$ cat config.mk
export PLATFORM = sky130hd
export DESIGN_NAME = dmem_arbiter_flat
export DESIGN_NICKNAME = d
export VERILOG_FILES = /design/src/rtl/dmem_arbiter_if.sv /design/src/rtl/dmem_arbiter.sv /design/src/flat_wrapper.sv
export SDC_FILE = /design/constraint.sdc
export NUM_CORES = 1
export LEC_CHECK = 0
export BUFFER_PORTS_ARGS = -buffer_cell sky130_fd_sc_hd__buf_2
export CAP_MARGIN = 20
export CORE_AREA = 2 2 122 124
export DETAILED_ROUTE_END_ITERATION = 12
export DIE_AREA = 0 0 124 126
export PLACE_DENSITY_LB_ADDON = 0.1
export SYNTH_ARGS = -nofsm -noshare
export SYNTH_HDL_FRONTEND = slang
export SYNTH_SLANG_ARGS = --single-unit
$ cat constraint.sdc
create_clock -name clk -period 2.1 [get_ports clk]
set_clock_uncertainty 0.2 [all_clocks]
set_input_delay 0.21 -clock clk [delete_from_list [all_inputs] [get_ports clk]]
set_output_delay 0.21 -clock clk [all_outputs]
set_load 0.03 [all_outputs]
$ cat src/rtl/dmem_arbiter_if.sv
// Bundle of the two requester ports and the shared data-memory port.
// Handshake: a requester holds req[i] and its fields stable until rsp[i]
// pulses for one cycle. The arbiter holds mem_req and mem_* stable until
// mem_ack is seen while the memory request is active, or until it times out.
interface dmem_arbiter_if #(
    parameter int ADDR_W = 32,
    parameter int DATA_W = 32
);
    localparam int BE_W = DATA_W / 8;

    // requester side
    logic [1:0]        req;
    logic [1:0]        we;
    logic [ADDR_W-1:0] addr0;
    logic [ADDR_W-1:0] addr1;
    logic [DATA_W-1:0] wdata0;
    logic [DATA_W-1:0] wdata1;
    logic [BE_W-1:0]   be0;
    logic [BE_W-1:0]   be1;
    logic [1:0]        gnt;
    logic [1:0]        rsp;
    logic              rsp_err;
    logic [DATA_W-1:0] rdata;
    logic              busy;

    // memory side
    logic              mem_req;
    logic              mem_we;
    logic [ADDR_W-1:0] mem_addr;
    logic [DATA_W-1:0] mem_wdata;
    logic [BE_W-1:0]   mem_be;
    logic              mem_ack;
    logic [DATA_W-1:0] mem_rdata;

    // arbiter view
    modport slave (
        input  req, we, addr0, addr1, wdata0, wdata1, be0, be1,
        input  mem_ack, mem_rdata,
        output gnt, rsp, rsp_err, rdata, busy,
        output mem_req, mem_we, mem_addr, mem_wdata, mem_be
    );

    // requester + memory view
    modport master (
        output req, we, addr0, addr1, wdata0, wdata1, be0, be1,
        output mem_ack, mem_rdata,
        input  gnt, rsp, rsp_err, rdata, busy,
        input  mem_req, mem_we, mem_addr, mem_wdata, mem_be
    );
endinterface

$ cat src/rtl/dmem_arbiter.sv
// Round-robin arbiter sharing one data-memory port between the core LSU
// (port 0) and the loader/DMA engine (port 1). The winning request is latched
// and held to memory until acknowledged or timed out; a one-cycle rsp pulse
// then returns the result to the owner.
module dmem_arbiter #(
    parameter int ADDR_W  = 32,
    parameter int DATA_W  = 32,
    parameter int TIMEOUT = 16
) (
    input  logic                 clk,
    input  logic                 reset_n,
    dmem_arbiter_if.slave        bus,
    output logic [1:0]           dbg_state
);
    localparam int BE_W  = DATA_W / 8;
    // counter only has to reach TIMEOUT-1
    localparam int CNT_W = (TIMEOUT > 2) ? $clog2(TIMEOUT) : 1;
    localparam logic [CNT_W-1:0] CNT_LAST = (TIMEOUT > 0) ? CNT_W'(TIMEOUT - 1) : '0;

    localparam logic [1:0] S_IDLE = 2'd0;
    localparam logic [1:0] S_BUSY = 2'd1;
    localparam logic [1:0] S_RESP = 2'd2;

    logic [1:0]        state_q, state_d;
    logic [1:0]        gnt_q, gnt_d;
    logic              last_gnt_q, last_gnt_d;
    logic [CNT_W-1:0]  cnt_q, cnt_d;
    logic              rsp_err_q, rsp_err_d;
    logic [DATA_W-1:0] rdata_q, rdata_d;
    logic              mem_we_q, mem_we_d;
    logic [ADDR_W-1:0] mem_addr_q, mem_addr_d;
    logic [DATA_W-1:0] mem_wdata_q, mem_wdata_d;
    logic [BE_W-1:0]   mem_be_q, mem_be_d;

    logic              win;
    logic              timeout_hit;

    // timeout fires on the last allowed BUSY cycle when enabled
    always_comb begin
        timeout_hit = (TIMEOUT != 0) && (cnt_q == CNT_LAST);
    end

    // next-state logic: arbitration in IDLE, ack/timeout in BUSY, pulse in RESP
    always_comb begin
        state_d     = state_q;
        gnt_d       = gnt_q;
        last_gnt_d  = last_gnt_q;
        cnt_d       = cnt_q;
        rsp_err_d   = rsp_err_q;
        rdata_d     = rdata_q;
        mem_we_d    = mem_we_q;
        mem_addr_d  = mem_addr_q;
        mem_wdata_d = mem_wdata_q;
        mem_be_d    = mem_be_q;
        win         = 1'b0;

        case (state_q)
            S_IDLE: begin
                if (bus.req != 2'b00) begin
                    // on a tie the port that did not win last time goes first
                    win         = (bus.req == 2'b11) ? ~last_gnt_q : bus.req[1];
                    gnt_d       = win ? 2'b10 : 2'b01;
                    last_gnt_d  = win;
                    mem_we_d    = bus.we[win];
                    mem_addr_d  = win ? bus.addr1  : bus.addr0;
                    mem_wdata_d = win ? bus.wdata1 : bus.wdata0;
                    mem_be_d    = win ? bus.be1    : bus.be0;
                    cnt_d       = '0;
                    state_d     = S_BUSY;
                end
            end
            S_BUSY: begin
                cnt_d = cnt_q + CNT_W'(1);
                // an ack in the final timeout cycle still completes normally
                if (bus.mem_ack) begin
                    rdata_d   = mem_we_q ? '0 : bus.mem_rdata;
                    rsp_err_d = 1'b0;
                    state_d   = S_RESP;
                end else if (timeout_hit) begin
                    rdata_d   = '0;
                    rsp_err_d = 1'b1;
                    state_d   = S_RESP;
                end
            end
            S_RESP: begin
                gnt_d     = 2'b00;
                rsp_err_d = 1'b0;
                state_d   = S_IDLE;
            end
            default: begin
                gnt_d     = 2'b00;
                rsp_err_d = 1'b0;
                state_d   = S_IDLE;
            end
        endcase
    end

    // state and latched request registers
    always_ff @(posedge clk or negedge reset_n) begin
        if (!reset_n) begin
            state_q     <= S_IDLE;
            gnt_q       <= 2'b00;
            last_gnt_q  <= 1'b1;
            cnt_q       <= '0;
            rsp_err_q   <= 1'b0;
            rdata_q     <= '0;
            mem_we_q    <= 1'b0;
            mem_addr_q  <= '0;
            mem_wdata_q <= '0;
            mem_be_q    <= '0;
        end else begin
            state_q     <= state_d;
            gnt_q       <= gnt_d;
            last_gnt_q  <= last_gnt_d;
            cnt_q       <= cnt_d;
            rsp_err_q   <= rsp_err_d;
            rdata_q     <= rdata_d;
            mem_we_q    <= mem_we_d;
            mem_addr_q  <= mem_addr_d;
            mem_wdata_q <= mem_wdata_d;
            mem_be_q    <= mem_be_d;
        end
    end

    // outputs decoded from registered state so reset drops them at once
    always_comb begin
        bus.gnt       = gnt_q;
        bus.rsp       = (state_q == S_RESP) ? gnt_q : 2'b00;
        bus.rsp_err   = rsp_err_q;
        bus.rdata     = rdata_q;
        bus.busy      = (state_q != S_IDLE);
        bus.mem_req   = (state_q == S_BUSY);
        bus.mem_we    = mem_we_q;
        bus.mem_addr  = mem_addr_q;
        bus.mem_wdata = mem_wdata_q;
        bus.mem_be    = mem_be_q;
        dbg_state     = state_q;
    end
endmodule

$ cat src/flat_wrapper.sv
// flat-port wrapper written by rule: the top's interface ports become plain ports
module dmem_arbiter_flat 
#(
    parameter int ADDR_W  = 32,
    parameter int DATA_W  = 32,
    parameter int TIMEOUT = 16
)
  (clk, reset_n, dbg_state, bus_req, bus_we, bus_addr0, bus_addr1, bus_wdata0, bus_wdata1, bus_be0, bus_be1, bus_mem_ack, bus_mem_rdata, bus_gnt, bus_rsp, bus_rsp_err, bus_rdata, bus_busy, bus_mem_req, bus_mem_we, bus_mem_addr, bus_mem_wdata, bus_mem_be);
  dmem_arbiter_if #(.ADDR_W(ADDR_W), .DATA_W(DATA_W)) bus_i ();
  input  logic clk;
  input  logic reset_n;
  output logic [1:0] dbg_state;
  input wire logic [$bits(bus_i.req)-1:0] bus_req;
  input wire logic [$bits(bus_i.we)-1:0] bus_we;
  input wire logic [$bits(bus_i.addr0)-1:0] bus_addr0;
  input wire logic [$bits(bus_i.addr1)-1:0] bus_addr1;
  input wire logic [$bits(bus_i.wdata0)-1:0] bus_wdata0;
  input wire logic [$bits(bus_i.wdata1)-1:0] bus_wdata1;
  input wire logic [$bits(bus_i.be0)-1:0] bus_be0;
  input wire logic [$bits(bus_i.be1)-1:0] bus_be1;
  input wire logic [$bits(bus_i.mem_ack)-1:0] bus_mem_ack;
  input wire logic [$bits(bus_i.mem_rdata)-1:0] bus_mem_rdata;
  output wire logic [$bits(bus_i.gnt)-1:0] bus_gnt;
  output wire logic [$bits(bus_i.rsp)-1:0] bus_rsp;
  output wire logic [$bits(bus_i.rsp_err)-1:0] bus_rsp_err;
  output wire logic [$bits(bus_i.rdata)-1:0] bus_rdata;
  output wire logic [$bits(bus_i.busy)-1:0] bus_busy;
  output wire logic [$bits(bus_i.mem_req)-1:0] bus_mem_req;
  output wire logic [$bits(bus_i.mem_we)-1:0] bus_mem_we;
  output wire logic [$bits(bus_i.mem_addr)-1:0] bus_mem_addr;
  output wire logic [$bits(bus_i.mem_wdata)-1:0] bus_mem_wdata;
  output wire logic [$bits(bus_i.mem_be)-1:0] bus_mem_be;
  assign bus_i.req = bus_req;
  assign bus_i.we = bus_we;
  assign bus_i.addr0 = bus_addr0;
  assign bus_i.addr1 = bus_addr1;
  assign bus_i.wdata0 = bus_wdata0;
  assign bus_i.wdata1 = bus_wdata1;
  assign bus_i.be0 = bus_be0;
  assign bus_i.be1 = bus_be1;
  assign bus_i.mem_ack = bus_mem_ack;
  assign bus_i.mem_rdata = bus_mem_rdata;
  assign bus_gnt = bus_i.gnt;
  assign bus_rsp = bus_i.rsp;
  assign bus_rsp_err = bus_i.rsp_err;
  assign bus_rdata = bus_i.rdata;
  assign bus_busy = bus_i.busy;
  assign bus_mem_req = bus_i.mem_req;
  assign bus_mem_we = bus_i.mem_we;
  assign bus_mem_addr = bus_i.mem_addr;
  assign bus_mem_wdata = bus_i.mem_wdata;
  assign bus_mem_be = bus_i.mem_be;
  dmem_arbiter #(.ADDR_W(ADDR_W), .DATA_W(DATA_W), .TIMEOUT(TIMEOUT)) u_core (.clk(clk), .reset_n(reset_n), .bus(bus_i), .dbg_state(dbg_state));
endmodule
After elaboration in Yosys (flattened, before gate mapping). Cells that the tools add are included.

Memories kept: 0. Bits of input ports: 175. Memory bits (writable): 0. Bits in latches: 0. Memory bits (read-only): 0. Flip-flop bits (word level): 111.

Shift-type cells: 0. Multiply operators: 0. Bitwise gates (word level): 3. Add/sub/neg operators: 1. Divide/modulo/power cells: 0. Magnitude comparators: 1. Equality and inequality tests: 6. Multiplexer cells: 22. Reduce and logical (&&, ||, !) cells: 11.

Operator list (number): $mux 32 (5); $mux 2 (6); $reduce_and 2->1 (6); $mux 4 (2); $pmux 2 s2 (2); $pmux 4 s2 (1); $reduce_bool 2->1 (4); $mux 1 (5); $add 4x1->4 const B (1); $eq 2x2->1 const B (2); $eq 4x4->1 const B (1); $ne 3x2->1 const B (1); $not 1->1 (3); $eq 2x1->1 const B (1); $logic_not 2->1 (1); $lt 1x2->1 const B (1); $ne 2x1->1 const B (1); $pmux 1 s2 (1).

Depth between registers and ports, before layout.
Depth after elaboration: 5. Gate-level depth with buffers: 6. Mapped depth without buffers: 4.

Least setup slack after synthesis. Ideal clock, no wire load.

Path type: flip-flop to flip-flop. Start: register u_core.state_q[1], in the netlist u_core.dbg_state[1]. End: register u_core.rdata_q[10], in the netlist u_core.bus.rdata[10]. Setup slack: 0.264 ns. Data required time: 1.779 ns. Clock period less this slack: 1.836 ns. Arrival time: 1.515 ns. Stages on the path, launching flop included: 7. Cells stage by stage: dfrtp_1 > nand2b_1 > buf_6 > inv_2 > nand2_1 > buf_2 > a22o_1.

Cells in the longest elaborated chain, start to end: 2.

Ends and longest elaborated chain: start: declaration (line dmem_arbiter.sv:24) `logic [1:0] state_q, state_d;`; start signal: assignment (line dmem_arbiter.sv:112) `state_q <= state_d;`; $eq 2x1->1; net bus_mem_req (line flat_wrapper.sv:28) `output wire logic [$bits(bus_i.mem_req)-1:0] bus_mem_req;`; $reduce_and 2->1 (no source line); end signal: assignment (line dmem_arbiter.sv:117) `rdata_q <= rdata_d;`; end: declaration (line dmem_arbiter.sv:29) `logic [DATA_W-1:0] rdata_q, rdata_d;`.

The timed path passes the listed nets, and every way through them passes these cells. A chain may end at the register's enable or synchronous reset.

Final worst setup path.
Start: register u_core.state_q[0], in the netlist u_core.dbg_state[0]. End: output port bus_busy.

Cells in the longest elaborated chain, start to end: 1.

Ends and longest elaborated chain: $reduce_bool 2->1 (line dmem_arbiter.sv:131) `bus.busy = (state_q != S_IDLE);`; end: declaration (line flat_wrapper.sv:27) `output wire logic [$bits(bus_i.busy)-1:0] bus_busy;`.

No other way between the ends.

==> out/qor.yml <==
critPathKind: "reg2out"
rows: 44
drc: 0
period_needed_ps: 1984
io_pins: 285
cp_max_fo: 37
multiInputGateArea_sq_um: 1851
syn_to_final_growth_pct: 75.65
synth_edf_count: 0
root_buffer: "clkbuf_16"
insertedDiodeCount: 0
ys_seq_elements: 111
final_cells: 1131
first_pass_iters: 6
ys_warn_count: 0
utilization_pct: 60.28
cp.required_ps: 1690
synth_top_family_by_area: "compound AO/OA/AOI/OAI gates"
p_per_area_nw_per_um2: 1348
worstSetupStartpoint: "u_core.dbg_state[0]$_DFFE_PN0P_"
cts_setup_buffers: 0
synth.most_common_cell: "nand2_1"
netSwitchingPower_mw: 5.178
synth_area_sq_um: 4912
finalSetupTns_ps: 0
r2r_end: "u_core.bus.mem_addr[28]$_DFFE_PN0P_"
num_vias: 5661
wl_um: 18240
path_clk_slew_ps: 70
numClockSinks: 111
fillerInstances: 1201
vias_per_cell: 5.005
slew_headroom_pct: 63.55
critPathCapture: "bus_busy"
critPathArrivalTime_ps: 1570
cts_htree_levels: 3
yosys.area_share.simple_pct: 12.74
synth_compound_area_share_pct: 24.17
finalHoldViolCount: 0
ctsResizeCount: 0
die_area_sq_um: 15620
synth_cells: 506
cap_viol_max_count: 0
grt_max_degree: 75
finalCritPeriodShare_pct: 94.50
die_w_um: 124
drtIter0Drc: 290
synth-xor-area-share_pct: 0.1783
grt_pass1_wl_um: 27650
seqCellArea_sq_um: 2779
tightest_slew_ps: 546.8
total_power_mw: 11.63
start_util_pct: 34.32
drive_above_1_share_pct: 34.11
swShare_pct: 44.52
regToRegSetupSlack_ps: 190
core_sq_um: 14310
rsz0062_at_grt: "no"
grt_overflow: 0
reg2regPathDepth: 4
clockPowerShare_pct: 18.8
place.port_buffers: 284
r2r-start: "u_core.dbg_state[0]$_DFFE_PN0P_"
synth_area_per_cell_sq_um: 9.708
async_flop_share_pct: 100.0
p_comb_share_pct: 49.6
layout.nets: 1118
ir_worst_vdd_mv: 0.7168
yosysTopAreaCellShare_pct: 56.04
antenna_found_initial: 0
die-height_um: 126
tritoncts: "yes"
status: "finished, final reports clean"
syn_nets: 682
yosysUniqueCellTypes: 34
fin_hold_ws_ps: 174.6
timing.fmax_mhz: 503.9
synth.area.mux_share_pct: 0
wl_per_cell_um: 16.12
dp_cells: 940
worstSetupStartpointType: "flop"
grt_pass1_vias: 5759
yosysTopAreaCell: "dfrtp_1"
yosys-top-cells-area: "dfrtp_1, nand2_1, a31oi_1"
final_antenna_net_count: 0
intPower_mw: 6.453
cts_buffers: 9
cts_buffer_depth: 2
drv_slew: 0
synth_ff_type: "dfrtp_1"
p_leak_nw: 4.234
insertion_delay_ps: 340
yosys-top-cells-count: "nand2_1, dfrtp_1, a21oi_1"
finalSetupViolCount: 0
track_usage_pct: 22.50
yosysSeqAreaShare_pct: 56.57
end_kind: "output port"
hp-class: "in2async"
dpl.hpwl_um: 10540
place.gp.congestion: 0.7943
synthAdderAreaFrac_pct: 0.2547
power.share.sequential_pct: 31.6
## routing by layer
layer	part of all wire, %	GRT usage, %
met3	7.1	4.484
met1	41	26.90
met2	48	38.07
met4	3.5	11.50
met5	0	0
## worst min-delay path by stage
stage | cells after the start | startpoint | slack (ps) | end
finish | 2 | reset_n | 170 | u_core.bus.rdata[8]$_DFFE_PN0P_
global route | 2 | reset_n | 220 | u_core.bus.rdata[3]$_DFFE_PN0P_
CTS | 2 | reset_n | 170 | u_core.bus.rdata[5]$_DFFE_PN0P_
detailed placement | 1 | reset_n | -1 | u_core.bus.rdata[5]$_DFFE_PN0P_
global placement | 1 | reset_n | -2 | u_core.bus.rdata[5]$_DFFE_PN0P_
floorplan | 0 | reset_n | -290 | u_core.bus.gnt[0]$_DFFE_PN0P_
## power by group through the flow
stage	clock network (mW)	registers (mW)	logic [mW]
6_report	2.19	3.67	5.77
5_1_grt	2.34	3.78	6.20
4_1_cts	2.26	3.66	5.67
3_5_place_dp	0	3.68	5.43
3_3_place_gp	0	3.67	5.37
2_1_floorplan	0	5.38	2.04
## through the flow
step	worst slack (ps)	instance area [sq um]
after floorplan	263.9	4912
after CTS	60.69	8603
after global routing	10.06	8628
after detailed placement	261.4	6467
final	115.6	8628
after global placement	314.6	6467
## cells in the final DEF, fill, tap and decap left out
cell type and n:
buf_2 283, dlygate4sd3_1 174, nand2_1 143, dfrtp_1 110, a21oi_1 71, a31oi_1 69
a22o_1 32, clkbuf_16 10, buf_4 7, buf_12 6, bufinv_16 5, inv_1 4
o21ai_0 4, and3b_1 2, nand2b_1 2, nor3b_1 2, nor2_4 1, inv_2 1
a21bo_2 1, or2_2 1, and2_2 1, a21boi_4 1, a31oi_2 1, nor3b_4 1
a31o_2 1, a311o_1 1, a211o_1 1, o21bai_1 1, a2bb2oi_1 1, nor2_1 1
a41oi_1 1, a211oi_1 1, nand3_1 1, xor2_1 1, o22ai_1 1, ha_1 1
clkinv_2 1, clkbuf_8 1, dfstp_2 1
## timing repair
item	CTS	global route
endpoints found under the setup margin	0	1
endpoints found under the hold margin	138	0
hold buffers	174	0
## logic make-up (layout without fill, tap and decap cells)
group / Yosys count / in the layout
flip-flops: 111 / 111
AND/OR/NAND/NOR: 155 / 155
AO/OA/AOI/OAI: 187 / 187
buffers and inverters: 51 / 492
adder cells (fa/ha/maj): 1 / 1
XOR/XNOR: 1 / 1
## critical path: stages, from the launching register on
cell	delay [ps]
dfrtp_1	500
nor2_4	240
buf_12	250
inv_1	70
buf_2	180
## area by class of cell
class | instances | area share [%]
Clock inverter | 6 | 1.798
Sequential cell | 111 | 32.21
Timing Repair Buffer | 471 | 38.89
Inverter | 5 | 0.2175
Multi-Input combinational cell | 344 | 21.45
Tap cell | 184 | 2.668
Clock buffer | 10 | 2.770
## registers in the layout, summed over array words and instances, names as in the netlist
signal                count
u_core.bus.rsp_err        1
u_core.cnt_q              4
u_core.bus.rdata         32
u_core.dbg_state          2
u_core.bus.mem_we         1
u_core.bus.gnt            2
u_core.last_gnt_q         1
u_core.bus.mem_be         4
u_core.bus.mem_wdata     32
u_core.bus.mem_addr      32
(Power assumes the default switching activity.)
